$ cat config.mk
export PLATFORM = sky130hd
export DESIGN_NAME = uart_rx
export DESIGN_NICKNAME = d
export VERILOG_FILES = /design/src/rtl/uart_pkg.sv /design/src/rtl/uart_rx_sync.sv /design/src/rtl/uart_rx.sv
export SDC_FILE = /design/constraint.sdc
export NUM_CORES = 1
export LEC_CHECK = 0
export ABC_AREA = 1
export CAP_MARGIN = 20
export CORE_MARGIN = 1.5
export CORE_UTILIZATION = 45
export DETAILED_ROUTE_END_ITERATION = 7
export MAX_ROUTING_LAYER = met4
export PLACE_DENSITY = 0.73
export SETUP_SLACK_MARGIN = 0.05
export SLEW_MARGIN = 0
export SYNTH_ARGS = -nofsm -noshare
export SYNTH_HDL_FRONTEND = slang
export SYNTH_SLANG_ARGS = --single-unit
$ cat constraint.sdc
create_clock -name clk -period 4.6 [get_ports clk]
set_clock_uncertainty 0.05 [all_clocks]
set_input_delay 0.46 -clock clk [delete_from_list [all_inputs] [get_ports clk]]
set_output_delay 0.46 -clock clk [all_outputs]
set_load 0.005 [all_outputs]
$ cat src/rtl/uart_pkg.sv
// Constants and state encoding shared by the UART receiver and transmitter.
// Both ends of the link use the same frame format and bit timing.
package uart_pkg;

  localparam int UART_DATA_BITS            = 8;
  localparam int UART_CLKS_PER_BIT_DEFAULT = 64;

  typedef enum logic [2:0] {
    RX_IDLE,
    RX_START,
    RX_DATA,
    RX_STOP,
    RX_WAIT_IDLE
  } rx_state_t;

endpackage

$ cat src/rtl/uart_rx_sync.sv
// Two-flop synchroniser for the asynchronous rxd pin, with a falling-edge detector.
// All flops reset to 0, so a line held low through reset never produces a falling edge.
module uart_rx_sync (
  input  logic clk,
  input  logic rst,
  input  logic rxd,
  output logic rxd_sync,
  output logic fall
);

  logic s1;
  logic s2;
  logic prev;

  always_ff @(posedge clk) begin
    if (rst) begin
      s1   <= 1'b0;
      s2   <= 1'b0;
      prev <= 1'b0;
    end else begin
      s1   <= rxd;
      s2   <= s1;
      prev <= s2;
    end
  end

  assign rxd_sync = s2;
  assign fall     = prev & ~s2;

endmodule

$ cat src/rtl/uart_rx.sv
// 8N1 UART receiver, LSB first, fixed clocks-per-bit, with a one-deep valid/ready
// output register, framing/overrun error pulses and a count of good bytes.
//
// Output handshake: a byte transfers on every rising edge where
// output_axis_tvalid && output_axis_tready; tdata is held stable while tvalid is high,
// and tvalid drops after the transfer unless a new byte loads on the same edge.
module uart_rx
  import uart_pkg::*;
#(
  parameter int CLKS_PER_BIT = UART_CLKS_PER_BIT_DEFAULT
) (
  input  logic                      clk,
  input  logic                      rst,
  input  logic                      rxd,
  output logic [UART_DATA_BITS-1:0] output_axis_tdata,
  output logic                      output_axis_tvalid,
  input  logic                      output_axis_tready,
  output logic                      busy,
  output logic                      frame_error,
  output logic                      overrun_error,
  output logic [15:0]               counter,
  output rx_state_t                 state_dbg
);

  localparam int TW = $clog2(CLKS_PER_BIT);
  localparam int IW = $clog2(UART_DATA_BITS);

  localparam logic [TW-1:0] HALF_LOAD = TW'(CLKS_PER_BIT / 2 - 1);
  localparam logic [TW-1:0] FULL_LOAD = TW'(CLKS_PER_BIT - 1);
  localparam logic [IW-1:0] IDX_LAST  = IW'(UART_DATA_BITS - 1);

  logic rxd_sync;
  logic fall;

  uart_rx_sync u_sync (
    .clk      (clk),
    .rst      (rst),
    .rxd      (rxd),
    .rxd_sync (rxd_sync),
    .fall     (fall)
  );

  rx_state_t                 state_q, state_d;
  logic [TW-1:0]             timer_q, timer_d;
  logic [IW-1:0]             index_q, index_d;
  logic [UART_DATA_BITS-1:0] shift_q, shift_d;
  logic                      good_byte;
  logic                      frame_err_d;

  always_ff @(posedge clk) begin
    if (rst) begin
      state_q <= RX_IDLE;
      timer_q <= '0;
      index_q <= '0;
      shift_q <= '0;
    end else begin
      state_q <= state_d;
      timer_q <= timer_d;
      index_q <= index_d;
      shift_q <= shift_d;
    end
  end

  // Every sample point is where the down-counting bit timer reaches zero.
  always_comb begin
    state_d     = state_q;
    timer_d     = timer_q;
    index_d     = index_q;
    shift_d     = shift_q;
    good_byte   = 1'b0;
    frame_err_d = 1'b0;
    case (state_q)
      RX_IDLE: begin
        if (fall) begin
          state_d = RX_START;
          timer_d = HALF_LOAD;
        end
      end
      RX_START: begin
        if (timer_q == '0) begin
          if (!rxd_sync) begin
            state_d = RX_DATA;
            timer_d = FULL_LOAD;
            index_d = '0;
          end else begin
            // Line came back high by mid start bit: a glitch, not a frame.
            state_d = RX_IDLE;
          end
        end else begin
          timer_d = timer_q - TW'(1);
        end
      end
      RX_DATA: begin
        if (timer_q == '0) begin
          shift_d = {rxd_sync, shift_q[UART_DATA_BITS-1:1]};
          timer_d = FULL_LOAD;
          if (index_q == IDX_LAST) begin
            state_d = RX_STOP;
          end else begin
            index_d = index_q + IW'(1);
          end
        end else begin
          timer_d = timer_q - TW'(1);
        end
      end
      RX_STOP: begin
        if (timer_q == '0) begin
          if (rxd_sync) begin
            good_byte = 1'b1;
            state_d   = RX_IDLE;
          end else begin
            frame_err_d = 1'b1;
            state_d     = RX_WAIT_IDLE;
          end
        end else begin
          timer_d = timer_q - TW'(1);
        end
      end
      RX_WAIT_IDLE: begin
        // Hold here through a break so it raises only one frame_error.
        if (rxd_sync) begin
          state_d = RX_IDLE;
        end
      end
      default: begin
        state_d = RX_IDLE;
      end
    endcase
  end

  always_ff @(posedge clk) begin
    if (rst) begin
      output_axis_tdata  <= '0;
      output_axis_tvalid <= 1'b0;
      counter            <= '0;
      frame_error        <= 1'b0;
      overrun_error      <= 1'b0;
    end else begin
      frame_error   <= frame_err_d;
      overrun_error <= 1'b0;
      if (good_byte) begin
        if (!output_axis_tvalid || output_axis_tready) begin
          output_axis_tdata  <= shift_q;
          output_axis_tvalid <= 1'b1;
          counter            <= counter + 16'd1;
        end else begin
          overrun_error <= 1'b1;
        end
      end else if (output_axis_tvalid && output_axis_tready) begin
        output_axis_tvalid <= 1'b0;
      end
    end
  end

  assign busy      = (state_q != RX_IDLE);
  assign state_dbg = state_q;

endmodule

==> results.ini <==
[status]
status=finished clean

[floorplan]
std_cell_rows=26
die_w_um=77.03
dieArea_um2=5934
ioPinCount=35
coreArea_um2=5205
start_util_pct=47.38
die_h_um=77.03

[global_route]
grt_first_pass_wirelength_um=9039
grt_use_total_pct=19.35
grt_max_degree=28
grt_pass1_vias=1992
grt-ovfl-total=0
antenna_found_initial=0

[run]
max-cap-violations=0

[synth]
async_reset_ff_share_pct=0
ys_ff_latch=50
avgSynthCellArea_um2=6.927
netlist-cell-type-count=32
netlist_area_um2=2466
synth_area_leader_cell=dfxtp_1
synth_nets=364
yosysWarnings=0
synth_area_leaders=dfxtp_1, nand2_1, nor2_1
synthDominantCellAreaShare_pct=40.59
yosys_most_used_dff=dfxtp_1
yosysMostFrequentCell=nand2_1
postSynthCellCount=356
synth-edff-count=0
seq_area_frac_synth_pct=40.59
synth_common_cells=nand2_1, nor2_1, dfxtp_1

[clock_tree]
numCtsBuffers=5
clockBufferDepth=2
cts_setup_buffers=0
cts-root-buf=clkbuf_8
postCtsHoldBufs=0
clkTransAtPathRegs_ns=0.11
clock_latency_ns=0.32
tritoncts=yes
htree_levels=2
ctsResizeCount=0
clkSinkCount=50

[layout]
fin_cells=461
syn2layout_area_growth_pct=19.74
fillers=538
nets=398
layout-drive-gt1-share_pct=7.928
final_area_um2=2953
diodes=0
fin_util_pct=56.73

[min_path]
worstHoldEndpoint=u_sync.rxd_sync$_SDFF_PP0_
worstHoldStart=u_sync.s1$_SDFF_PP0_
hold_path.class=flip-flop to flip-flop
hold_path_depth=2

[timing]
drv_slew=0
rsz0062_at_grt=false
min_period_ns=2.096
setup_ws_ns=2.504
hold_viol=0
holdWs_ns=0.3701
max_freq_mhz=477.0
period_share_pct=45.58
relSlewSlack_pct=59.13
setup_violations=0
totalNegativeSetupSlack_ns=0
tightest_slew_ns=0.6123

[drt]
drtAntennaViolNets=0
drc_errors=0
via_count=2271
drtIter0Drc=114
via_per_inst=4.926
dr.pass1.iters=4
wl_per_cell_um=11.53
totalWireLength_um=5314

[worst_setup_path]
critPathLaunch=state_dbg[0]$_SDFFE_PP0P_
crit_fanout=8
crit_arrival_ns=1.59
criticalPathCategory=flip-flop to primary output
crit_required_ns=4.09
start_kind=flip-flop
r2r_slack_ns=2.77
r2r_end=counter[4]$_SDFFE_PP0P_
cp-end-kind=primary output
reg2regPathDepth=9
r2r-start=timer_q[0]$_SDFFE_PP0P_

[power_and_ir_drop]
power_mw=1.126
power_density_nw_per_um2=381.3
max-vdd-ir-drop_v=0.0002399
p_leak_nw=1.194

[placed_design]
place_area_um2=2855
pre_cts_ws_ns=2.516
place_congestion=0.8740
hpwl_um=3777
port_buffers=34
dp.cells=453

[cell families after synthesis]
family | after synthesis | synth area share [%]
flip-flops | 50 | 40.59
AND/OR/NAND/NOR | 181 | 33.54
adder cells (fa/ha/maj) | 4 | 2.030
buffers and inverters | 52 | 8.574
XOR/XNOR | 5 | 1.776
AO/OA/AOI/OAI | 64 | 13.50
[per-layer routing]
metal  GRT usage [%]  part of all wire [%]
met5               -                     0
met2           29.56                    45
met3           3.929                   4.4
met4           7.273                   1.4
met1           25.29                    49
[placed cells by master (no fill, tap or decap), drive strengths merged]
cell type,instances
nor2,63
nor4,1
clkbuf,5
a21oi,33
o211ai,2
clkinv,1
dfxtp,50
xor2,2
o21ai,28
and2,2
ha,4
nand4,3
nand3b,2
nand2,81
inv,46
nor3,4
nor3b,1
xnor2,3
buf,1
nand3,24
o2111ai,1
clkdlybuf4s50,34
[registers in the layout (all words and copies together), names as in the netlist]
| name | cells |
|---|---|
| counter | 16 |
| u_sync.prev | 1 |
| frame_error | 1 |
| output_axis_tdata | 8 |
| overrun_error | 1 |
| state_dbg | 3 |
| shift_q | 8 |
| timer_q | 6 |
| output_axis_tvalid | 1 |
| u_sync.s1 | 1 |
| u_sync.rxd_sync | 1 |
| index_q | 3 |
[power breakdown]
part | switching [mW] | internal [mW] | leakage [nW]
registers | 0.0351 | 0.461 | 0.404
logic | 0.220 | 0.127 | 0.739
clock network | 0.168 | 0.114 | 0.0506
[final cells by class]
type	count	area (um^2)	share of cell area (%)
multi-input combinational	254	1254	42.46
sequential	50	1001	33.90
timing repair buffer	35	347.8	11.78
inverter	44	165.2	5.593
tap	70	87.58	2.966
clock buffer	5	68.82	2.331
clock inverter	3	28.78	0.9746
[how the worst max path moves through the flow]
stage	end	slack [ns]	depth (start not counted)
3_3_place_gp	output_axis_tdata[4]$_SDFFE_PP0P_	2.57	5
5_1_grt	busy	2.42	3
4_1_cts	busy	2.51	3
3_5_place_dp	output_axis_tdata[4]$_SDFFE_PP0P_	2.52	5
2_1_floorplan	timer_q[0]$_SDFFE_PP0P_	3.11	10
6_report	busy	2.50	3
[worst max-delay path: stages (launching register included)]
cell,delay (ns)
dfxtp_1,0.52
nor2_1,0.16
nand2_1,0.09
clkdlybuf4s50_1,0.49
Note: power is estimated with default switching activity, not from simulation.
